[src/rtl/uart_tx_fifo_param.sv]
// uart_tx_fifo_param: UART transmitter with a word FIFO, runtime baud divisor, parity and stop-bit format
module uart_tx_fifo_param #(
  parameter int DATA_W = 8,
  parameter int FIFO_DEPTH = 4,
  parameter int DIV_W = 16
) (
  input  logic                          wb_clk_i,
  input  logic                          wb_rst_i,
  input  logic                          i_tx_valid,
  input  logic [DATA_W-1:0]             i_tx_data,
  output logic                          o_tx_ready,
  input  logic [DIV_W-1:0]              i_clks_per_bit,
  input  logic                          i_parity_en,
  input  logic                          i_parity_odd,
  input  logic                          i_two_stop,
  output logic                          o_tx_serial,
  output logic                          o_tx_active,
  output logic                          o_tx_done,
  output logic [$clog2(FIFO_DEPTH):0]   o_fifo_level
);
  localparam int AW = $clog2(FIFO_DEPTH);
  typedef enum logic [2:0] {IDLE, START, DATA, PARITY, STOP} state_t;
  logic [DATA_W-1:0] mem_q [FIFO_DEPTH];
  logic [AW-1:0] wr_q, wr_d, rd_q, rd_d;
  logic [AW:0] lvl_q, lvl_d;
  state_t st_q, st_d;
  logic [DIV_W-1:0] cnt_q, cnt_d, div_q, div_d;
  logic [3:0] bit_q, bit_d;
  logic [DATA_W-1:0] dat_q, dat_d;
  logic pe_q, pe_d, par_q, par_d, ts_q, ts_d;
  logic ser_q, ser_d, act_q, act_d, done_q, done_d;
  logic push, pop, tick, last;
  assign o_tx_ready = !lvl_q[AW];
  assign push = i_tx_valid && o_tx_ready;
  assign tick = cnt_q == div_q - DIV_W'(1);
  assign last = tick && st_q == STOP && bit_q[0] == ts_q;
  assign pop = lvl_q != '0 && (st_q == IDLE || last);
  assign o_tx_serial = ser_q;
  assign o_tx_active = act_q;
  assign o_tx_done = done_q;
  assign o_fifo_level = lvl_q;
  always_comb begin
    wr_d = push ? wr_q + AW'(1) : wr_q;
    rd_d = pop ? rd_q + AW'(1) : rd_q;
    lvl_d = lvl_q + (AW+1)'(push) - (AW+1)'(pop);
    st_d = st_q;
    cnt_d = (st_q == IDLE || tick) ? '0 : cnt_q + DIV_W'(1);
    bit_d = bit_q;
    dat_d = dat_q;
    div_d = div_q;
    pe_d = pe_q;
    par_d = par_q;
    ts_d = ts_q;
    ser_d = ser_q;
    done_d = 1'b0;
    if (tick)
      case (st_q)
        START: begin
          st_d = DATA;
          bit_d = '0;
          ser_d = dat_q[0];
        end
        DATA: begin
          if (bit_q == 4'(DATA_W - 1)) begin
            st_d = pe_q ? PARITY : STOP;
            bit_d = '0;
            ser_d = pe_q ? par_q : 1'b1;
          end else begin
            bit_d = bit_q + 4'd1;
            dat_d = dat_q >> 1;
            ser_d = dat_q[1];
          end
        end
        PARITY: begin
          st_d = STOP;
          bit_d = '0;
          ser_d = 1'b1;
        end
        STOP: begin
          if (bit_q[0] == ts_q) begin
            st_d = IDLE;
            done_d = 1'b1;
          end else bit_d = 4'd1;
        end
        default: ;
      endcase
    if (pop) begin
      st_d = START;
      cnt_d = '0;
      bit_d = '0;
      ser_d = 1'b0;
      dat_d = mem_q[rd_q];
      div_d = i_clks_per_bit < DIV_W'(2) ? DIV_W'(2) : i_clks_per_bit;
      pe_d = i_parity_en;
      par_d = ^mem_q[rd_q] ^ i_parity_odd;
      ts_d = i_two_stop;
    end
    act_d = st_d != IDLE;
  end
  always_ff @(posedge wb_clk_i)
    if (push) mem_q[wr_q] <= i_tx_data;
  always_ff @(posedge wb_clk_i or posedge wb_rst_i)
    if (wb_rst_i) begin
      wr_q <= '0;
      rd_q <= '0;
      lvl_q <= '0;
      st_q <= IDLE;
      cnt_q <= '0;
      bit_q <= '0;
      dat_q <= '0;
      div_q <= DIV_W'(2);
      pe_q <= 1'b0;
      par_q <= 1'b0;
      ts_q <= 1'b0;
      ser_q <= 1'b1;
      act_q <= 1'b0;
      done_q <= 1'b0;
    end else begin
      wr_q <= wr_d;
      rd_q <= rd_d;
      lvl_q <= lvl_d;
      st_q <= st_d;
      cnt_q <= cnt_d;
      bit_q <= bit_d;
      dat_q <= dat_d;
      div_q <= div_d;
      pe_q <= pe_d;
      par_q <= par_d;
      ts_q <= ts_d;
      ser_q <= ser_d;
      act_q <= act_d;
      done_q <= done_d;
    end
endmodule

[config.mk]
export PLATFORM = sky130hd
export DESIGN_NAME = uart_tx_fifo_param
export DESIGN_NICKNAME = d
export VERILOG_FILES = /design/src/rtl/uart_tx_fifo_param.sv
export SDC_FILE = /design/constraint.sdc
export NUM_CORES = 1
export LEC_CHECK = 0
export ABC_AREA = 1
export CAP_MARGIN = 15
export CORE_UTILIZATION = 57
export CTS_CLUSTER_DIAMETER = 30
export DETAILED_ROUTE_END_ITERATION = 12
export PLACE_DENSITY_LB_ADDON = 0.08
export SLEW_MARGIN = 30
export SYNTH_ARGS = -nofsm -noshare
export SYNTH_HDL_FRONTEND = slang
export SYNTH_SLANG_ARGS = --single-unit
[constraint.sdc]
create_clock -name wb_clk_i -period 6.96 [get_ports wb_clk_i]
set_input_delay 0.696 -clock wb_clk_i [delete_from_list [all_inputs] [get_ports wb_clk_i]]
set_output_delay 0.696 -clock wb_clk_i [all_outputs]
set_load 0.01 [all_outputs]
==> results of run 1 <==
state kept, by name, summed over array words and instances, names as in the netlist, 2 cells and up:
register	cells
o_fifo_level	3
div_q	16
cnt_q	16
bit_q	4
st_q	3
dat_q	8
wr_q	2
rd_q	2
mem_q	32
power by group:
part           switching, mW  leakage (nW)  internal, mW
clock                  0.222         0.103         0.143
combinational          0.189          1.66         0.132
sequential            0.0583          1.02         0.631
path summary, 6_finish.rpt:
| path | startpoint | end | slack [ns] | cells past startpoint |
|---|---|---|---|---|
| min in group asynchronous | wb_rst_i | o_fifo_level[2]$_DFF_PP0_ | 0.86 | 3 |
| max reg2reg | div_q[1]$_DFFE_PP1N_ | o_fifo_level[2]$_DFF_PP0_ | 3.10 | 18 |
| max | div_q[1]$_DFFE_PP1N_ | o_fifo_level[2]$_DFF_PP0_ | 3.10 | 18 |
| max in group asynchronous | wb_rst_i | div_q[12]$_DFFE_PP0N_ | 5.58 | 3 |
| min | par_q$_DFFE_PP0N_ | par_q$_DFFE_PP0N_ | 0.51 | 2 |
| min reg2reg | par_q$_DFFE_PP0N_ | par_q$_DFFE_PP0N_ | 0.51 | 2 |
cell families (layout without fill, tap and decap cells):
| family | count (synthesis) | in the layout | share of synthesized area, % |
|---|---|---|---|
| fa+ha+maj | 10 | 10 | 2.540 |
| buf+inv | 87 | 127 | 6.973 |
| simple gates | 384 | 384 | 33.93 |
| flops | 92 | 92 | 47.21 |
| compound gates | 39 | 39 | 4.314 |
| xor+xnor | 30 | 30 | 5.033 |
Yosys cell counts (all sizes together):
| library cell | instances |
|---|---|
| and2 | 1 |
| buf | 11 |
| nand2 | 216 |
| xor2 | 15 |
| nor2 | 70 |
| edfxtp | 32 |
| nor3b | 7 |
| nand3 | 55 |
| o31ai | 1 |
| nand4 | 17 |
| a21oi | 13 |
| dfstp | 2 |
| inv | 73 |
| clkinv | 1 |
| o21bai | 1 |
| ha | 9 |
| o2111ai | 1 |
| fa | 1 |
| or2 | 1 |
| o221ai | 1 |
| dfrtp | 58 |
| xnor2 | 15 |
| nor3 | 7 |
| clkbuf | 2 |
| a21boi | 1 |
| nor4 | 8 |
| and3 | 2 |
| o21ai | 21 |
layer usage:
metal / vias up / GRT usage [%] / part of all wire (%)
li1: 2141 / - / -
met1: 1900 / 33.80 / 47
met2: 83 / 43.10 / 47
met3: 18 / 4.748 / 3.8
met4: 0 / 9.091 / 2.0
met5: - / 0 / 0
worst min-delay path, stage by stage, from the launching register on:
cell and delay [ns]:
dfrtp_1 0.37, nand2_1 0.06, nand2_1 0.05
per-stage QoR:
stage	instances	area [µm²]	hold WS, ns	worst slack [ns]
CTS	790	5838	0.5056	3.064
global route	790	5838	0.5417	2.643
global placement	774	5638	0.4743	3.202
detailed placement	774	5638	0.4806	3.085
floorplan	642	5221	0.4436	3.669
finish	790	5838	0.5075	3.101
final cells by class:
class                      count  share of cell area, %
tap                          108                  2.315
clock buffer                   9                  2.122
inverter                      74                  4.758
timing repair buffer          37                  6.301
sequential                    92                  42.22
clock inverter                 7                  1.307
multi-input combinational    463                  40.98
==> metrics.txt, run 1 <==
Synth Instances=642; Rel. slew slack=between 40% and 50%; drt wl/cell=13.91 µm; final core utilization=66.30%; post-synthesis register bit count=92; post-route ant nets=0; Fin Setup TNS=0 ns; status=finished with violations; Post-Syn Area=5221 µm²; Post-route DRC=6; Final Hold Viols=0; Worst Skew=0.02215 ns; delay-heaviest family, CP=adder cells; CP required=approximately 7.3 ns; Mean Syn Cell Area=8.133 µm²; CTS Buf Count=9; worst-margin pin slew=between 0.8 and 0.9 ns; top post-synthesis cells by area=dfrtp_1, edfxtp_1, nand2_1; commonest non-fill, non-tap cell in the layout=nand2_1; clk root buf=clkbuf_8; largest net degree at the start of global routing=61; Vias per Instance=~5.2; Max Cap Viol=0; Chip Height=97.71 µm; Ant. Diodes=0; # rows=34; vias in the first global route=4228; Total GRT Usage=about a quarter; HPWL Detailed=7.958 mm; setup violators final=0; post_cts resized=0; P_leak=2.789 nW; Reg area=between 2000 and 2500 µm²; Initial Util=59.29%; most frequent cells in the layout=nand2_1, inv_1, dfrtp_1, nor2_1, nand3_1; Slowest-stage cell, CP=a21boi_4; fmax=259.1 MHz; layout cell share with drive strength beyond 1=7.918%; crit end category=register; Hold Path Class=reg2reg; CP max stage delay=0.63 ns; crit path DAT=roughly 4.2 ns; area delta synth->final=11.81%; maximum vdd ir drop=207.3 µV; min cycle time layout=just under 4 ns; PwrDens=roughly 240 nW/µm²; critical path type=reg2reg; I/O Buffers=36; Die W=97.71 µm; Yosys warnings=0; clk_lat worst skew=around 0.37 ns; CP startpoint kind=register; Multi-input gate area=2392 µm²; top cell type's share of synthesized area=27.80%; DRT iter0 DRCs=144; crit path cell chain=inv_1, ha_1, xor2_1, nand2_1, nor2_2, nand2_1, nor2_1, nand2_1, nor2_4, nand4_4, a21boi_4, ha_1, inv_1, ha_1, inv_1, fa_1, xnor2_1, xor2_1; Synth cell types=just over 40; Tcrit/Tclk final=55.45%; post-synthesis sequential area ratio=between 40% and 50%; Max Slew Vio Count=0; RSZ-0062 raised after global routing=false; post-synth net total=682; failing checks=DRC; Initial DRT Pass Iterations=9; # hold bufs at CTS=0; die area=9547 µm²; Crit Path Max Fanout=27; total power=1.375 mW; antenna violations before repair=0; fill cell count=787; Clock Pin Slew Worst Setup and Hold Paths=0.11 ns; clk buf depth=2; GPL Wtd Cong=0.8758; postcts setup bufs=0; Layout Nets=717; Sink Count=92; H-tree depth=3; Vias=roughly 4100; cell taking the most area after synthesis=dfrtp_1; WL final=10.99 mm; Crit path buffers/inverters=3; first-pass GRT wire length=around 20 mm; CTS tree=done; grt total ovfl=0; IO Pins=37; core area=8806 µm²
Power figures use the tool's default switching activity.
==> run 2, diff against run 1 <==
Clock period 6.96 ns to 3.7 ns, I/O delays scaled along.
==> metrics.txt, run 2 (same netlist as run 1, synthesis figures left out) <==
status=finished with violations (unchanged); failing checks=DRC (unchanged); HPWL Detailed=8.283 mm (was 7.958 mm); Clock Pin Slew Worst Setup and Hold Paths=0.10 ns (was 0.11 ns); routed wl met2=5.309 mm (was 5.207 mm); crit path DAT=3.49 ns (was 4.16 ns); min cycle time layout=3.225 ns (was 3.860 ns); CTS tree=done (unchanged); Post-route DRC=6 (unchanged); IO Pins=37 (unchanged); Layout Nets=718 (was 717); WL met1=5.079 mm (was 5.143 mm); GPL Wtd Cong=0.9238 (was 0.8758); Largest regs=mem_q: 32 flops, cnt_q: 16 flops, div_q: 16 flops (unchanged); DR top layer=met4 (unchanged); most frequent cells in the layout=nand2_1, inv_1, dfrtp_1, nor2_1, nand3_1 (unchanged); commonest non-fill, non-tap cell in the layout=nand2_1 (unchanged); Vias per Instance=5.368 (was 5.243); Fin Setup TNS=0 ns (unchanged); CTS Buf Count=9 (unchanged); die area=9547 µm² (unchanged); max FFs per register=32 (unchanged); dpl cell area=5645 µm² (was 5638 µm²); Vias=4246 (was 4142); Crit Path Max Fanout=3 (was 27); drt wl/cell=14.15 µm (was 13.91 µm); H-tree depth=3 (unchanged); I/O Buffers=36 (unchanged); Ant. Diodes=0 (unchanged); CP required=3.97 ns (was 7.26 ns); largest net degree at the start of global routing=39 (was 61); clk root buf=clkbuf_8 (unchanged); Worst Reg2Reg Path Length in Cells=18 (unchanged); Tcrit/Tclk final=87.16% (was 55.45%); critical path type=reg2reg (unchanged); setup violators final=0 (unchanged); worst-margin pin slew=0.7594 ns (was 0.8329 ns); clk buf depth=2 (unchanged); maximum vdd ir drop=386.5 µV (was 207.3 µV); Hold Path Class=in2async (was reg2reg); Chip Height=97.71 µm (unchanged); core area=8806 µm² (unchanged); fmax=310.1 MHz (was 259.1 MHz); reg2reg end=o_fifo_level[2]$_DFF_PP0_ (unchanged); post-route ant nets=0 (unchanged); DRT iter0 DRCs=137 (was 144); Design Area, Final=5848 µm² (was 5838 µm²); Rel. slew slack=49.19% (was 44.27%); WL final=11.19 mm (was 10.99 mm); fill cell count=800 (was 787); Die W=97.71 µm (unchanged); first-pass GRT wire length=19.51 mm (was 19.44 mm); CP startpoint kind=register (unchanged); antenna violations before repair=0 (unchanged); # hold bufs at CTS=0 (unchanged); Initial Util=59.29% (unchanged); met3 wire len=577 µm (was 418 µm); Total GRT Usage=25.99% (was 25.77%); # rows=34 (unchanged); PwrDens=442.3 nW/µm² (was 235.6 nW/µm²); Sink Count=92 (unchanged); layout cell share with drive strength beyond 1=8.053% (was 7.918%); P_leak=2.794 nW (was 2.789 nW); Max Cap Viol=0 (unchanged); crit end category=register (unchanged); post_cts resized=0 (unchanged); R2R setup slack=0.47 ns (was 3.10 ns); Max Slew Vio Count=0 (unchanged); Final Hold Viols=0 (unchanged); clk_lat worst skew=0.38 ns (was 0.37 ns); RSZ-0062 raised after global routing=false (unchanged); grt total ovfl=0 (unchanged); Top reg by flops=mem_q (unchanged); Crit Reg-Reg Startpoint=div_q[1]$_DFFE_PP1N_ (unchanged); postcts setup bufs=0 (unchanged); Worst Skew=0.01269 ns (was 0.02215 ns); vias in the first global route=4247 (was 4228); Initial DRT Pass Iterations=9 (unchanged); area delta synth->final=12.01% (was 11.81%)
run 2: metal layers:
metal  vias to the layer above  global-route usage (%)
li1                       2138                       -
met1                      1982                   34.14
met2                       109                   43.75
met3                        17                   3.669
met4                         0                   10.14
met5                         -                       0
run 2: metrics by stage:
stage	cells	hold WS, ns	power, mW	utilization (%)	setup WS [ns]
floorplan	642	0.4436	1.718	-	0.4091
CTS	791	0.4296	2.609	66.41	0.4476
detailed placement	775	0.4890	1.924	64.11	0.4518
global route	791	0.4864	2.744	66.41	0.1600
global placement	775	0.4848	1.897	64.11	0.5279
finish	791	0.4077	2.587	66.41	0.4749
run 2: cell type report:
type	instances	area (µm²)	area share (%)
well taps	108	135.1	2.311
repair buffers	38	375.4	6.418
clock buffers	9	123.9	2.118
flip-flops and latches	92	2465	42.15
multi-input cells	463	2392	40.91
inverters	74	277.8	4.750
clock inverters	7	78.83	1.348
run 2: critical path, stage by stage (launching register included):
cell,delay (ns)
dfstp_2,0.58
inv_1,0.05
ha_1,0.28
xor2_1,0.19
nand2_1,0.09
nor2_2,0.13
nand2_1,0.05
nor2_1,0.09
nand2_1,0.09
nor2_4,0.14
nand4_4,0.13
a21boi_4,0.18
ha_1,0.24
inv_1,0.06
ha_1,0.13
inv_1,0.04
fa_1,0.37
xnor2_1,0.14
xor2_1,0.14
run 2: worst max-delay path by stage:
| stage | startpoint | endpoint | slack (ns) |
|---|---|---|---|
| 5_1_grt | div_q[0]$_DFFE_PP0N_ | o_fifo_level[2]$_DFF_PP0_ | 0.16 |
| 2_1_floorplan | div_q[1]$_DFFE_PP1N_ | o_fifo_level[2]$_DFF_PP0_ | 0.41 |
| 3_3_place_gp | div_q[1]$_DFFE_PP1N_ | o_fifo_level[2]$_DFF_PP0_ | 0.53 |
| 6_report | div_q[1]$_DFFE_PP1N_ | o_fifo_level[2]$_DFF_PP0_ | 0.47 |
| 3_5_place_dp | div_q[1]$_DFFE_PP1N_ | o_fifo_level[2]$_DFF_PP0_ | 0.45 |
| 4_1_cts | div_q[1]$_DFFE_PP1N_ | o_fifo_level[2]$_DFF_PP0_ | 0.45 |
run 2: report_power, final:
group / switching [mW] / total, mW / internal, mW / leakage (nW)
registers: 0.108 / 1.30 / 1.19 / 1.02
clock network: 0.418 / 0.685 / 0.267 / 0.102
logic: 0.357 / 0.606 / 0.249 / 1.67
total: 0.883 / 2.59 / 1.70 / 2.79
==> run 3, diff against run 2 <==
Settings changed: TNS_END_PERCENT set to 30.
Clock period 3.7 ns to 3.97 ns, I/O delays scaled along.
==> metrics.txt, run 3 (same netlist as run 1, synthesis figures left out) <==
CTS tree=done (unchanged); CP max stage delay=0.59 ns (was 0.58 ns); largest net degree at the start of global routing=39 (unchanged); fin worst setup slack=0.6441 ns (was 0.4749 ns); CP required=4.27 ns (was 3.97 ns); setup violators final=0 (unchanged); commonest non-fill, non-tap cell in the layout=nand2_1 (unchanged); P_leak=2.797 nW (was 2.794 nW); Initial DRT Pass Iterations=8 (was 9); Worst Reg2Reg Path Length in Cells=18 (unchanged); Critical Path Start=div_q[1]$_DFFE_PP1N_ (unchanged); Tcrit/Tclk final=83.78% (was 87.16%); pre-CTS WS=0.6431 ns (was 0.4518 ns); Rel. slew slack=49.76% (was 49.19%); antenna violations before repair=0 (unchanged); H-tree depth=3 (unchanged); WL final=11.00 mm (was 11.19 mm); GPL Wtd Cong=0.8797 (was 0.9238); # rows=34 (unchanged); Slowest-stage cell, CP=dfstp_2 (unchanged); Crit Path Max Fanout=3 (unchanged); clk buf depth=2 (unchanged); Initial Util=59.29% (unchanged); Vias=4154 (was 4246); first-pass GRT wire length=19.06 mm (was 19.51 mm); DRT iter0 DRCs=140 (was 137); RSZ-0062 raised after global routing=false (unchanged); crit path cell chain=inv_1, ha_1, xor2_1, nand2_1, nor2_2, nand2_1, nor2_1, nand2_1, nor2_4, nand4_4, a21boi_4, ha_1, inv_1, ha_1, inv_1, fa_1, xnor2_1, xor2_1 (unchanged); Final Hold Viols=0 (unchanged); Clock Pin Slew Worst Setup and Hold Paths=0.11 ns (was 0.10 ns); Sink Count=92 (unchanged); Die W=97.71 µm (unchanged); Worst Hold Slack=0.3816 ns (was 0.4077 ns); Vias per Instance=5.252 (was 5.368); IO Pins=37 (unchanged); CTS Buf Count=9 (unchanged); min cycle time layout=3.326 ns (was 3.225 ns); postcts setup bufs=0 (unchanged); Total GRT Usage=25.06% (was 25.99%); max FFs per register=32 (unchanged); R2R setup slack=0.64 ns (was 0.47 ns); critical path type=reg2reg (unchanged); layout cell share with drive strength beyond 1=8.053% (unchanged); Crit Reg-Reg Startpoint=div_q[1]$_DFFE_PP1N_ (unchanged); crit end category=register (unchanged); maximum vdd ir drop=351.1 µV (was 386.5 µV); core area=8806 µm² (unchanged); drt wl/cell=13.90 µm (was 14.15 µm); Max Slew Vio Count=0 (unchanged); DR top layer=met4 (unchanged); I/O Buffers=36 (unchanged); WL met1=5.178 mm (was 5.079 mm); failing checks=DRC (unchanged); CP startpoint kind=register (unchanged); area delta synth->final=12.05% (was 12.01%); die area=9547 µm² (unchanged); post-route ant nets=0 (unchanged); Worst Skew=0.01749 ns (was 0.01269 ns); status=finished with violations (unchanged); Chip Height=97.71 µm (unchanged); worst-margin pin slew=0.7509 ns (was 0.7594 ns); reg2reg end=o_fifo_level[2]$_DFF_PP0_ (unchanged); Layout Nets=718 (unchanged); post_cts resized=0 (unchanged); Top reg by flops=mem_q (unchanged); fmax=300.7 MHz (was 310.1 MHz); Fin Setup TNS=0 ns (unchanged); vias in the first global route=4147 (was 4247); crit path DAT=3.63 ns (was 3.49 ns); HPWL Detailed=8.171 mm (was 8.283 mm); clk_lat worst skew=0.37 ns (was 0.38 ns); Ant. Diodes=0 (unchanged); met3 wire len=573 µm (was 577 µm); Largest regs=mem_q: 32 flops, cnt_q: 16 flops, div_q: 16 flops (unchanged); PwrDens=412.1 nW/µm² (was 442.3 nW/µm²); most frequent cells in the layout=nand2_1, inv_1, dfrtp_1, nor2_1, nand3_1 (unchanged); grt total ovfl=0 (unchanged); # hold bufs at CTS=0 (unchanged); Max Cap Viol=0 (unchanged); Hold Path Class=in2async (unchanged); clk root buf=clkbuf_8 (unchanged); Post-route DRC=6 (unchanged); routed wl met2=5.104 mm (was 5.309 mm)
-- run 3: cell types whose count changed in the layout (fill, tap and decap cells not counted) --
cell,delta
clkinv_4,-2
inv_8,+1
inv_6,+1
-- run 3: metal layers --
metal | up-vias | GRT usage, %
li1 | 2142 | -
met1 | 1905 | 33.92
met2 | 92 | 41.30
met3 | 15 | 4.532
met4 | 0 | 7.692
met5 | - | 0
-- run 3: worst max-delay path, delay by kind of cell, from the launching register on --
kind / cells / cell delay, ns
AOI/OAI and AO/OA: 1 / 0.17
xor gates and xnor gates: 3 / 0.56
and+or+nand+nor: 7 / 0.71
DFF: 1 / 0.59
adders and majority gates: 4 / 1.04
buffers and inverters: 3 / 0.18
-- run 3: through the flow --
stage	util (%)	instance area [µm²]	total power [mW]	instances
after floorplan	-	5221	1.601	642
after global placement	64.11	5645	1.767	775
after detailed placement	64.11	5645	1.795	775
after CTS	66.44	5851	2.438	791
after global routing	66.44	5851	2.564	791
final	66.44	5851	2.411	791
-- run 3: how the worst max path moves through the flow --
stage / end / slack [ns]
floorplan: o_fifo_level[2]$_DFF_PP0_ / 0.68
global placement: o_fifo_level[2]$_DFF_PP0_ / 0.79
detailed placement: o_fifo_level[2]$_DFF_PP0_ / 0.64
CTS: o_fifo_level[2]$_DFF_PP0_ / 0.63
global route: o_fifo_level[2]$_DFF_PP0_ / 0.32
finish: o_fifo_level[2]$_DFF_PP0_ / 0.64
-- run 3: power by group --
| part | internal (mW) | switching [mW] | leakage (nW) |
|---|---|---|---|
| combinational | 0.232 | 0.333 | 1.67 |
| sequential | 1.11 | 0.101 | 1.02 |
| clock | 0.254 | 0.384 | 0.104 |
-- run 3: final cells by class --
class,instances,area (µm²)
Clock buffer,9,123.9
Clock inverter,7,81.33
Fill cell,799,2955
Inverter,74,277.8
Multi-Input combinational cell,463,2392
Sequential cell,92,2465
Tap cell,108,135.1
Timing Repair Buffer,38,375.4
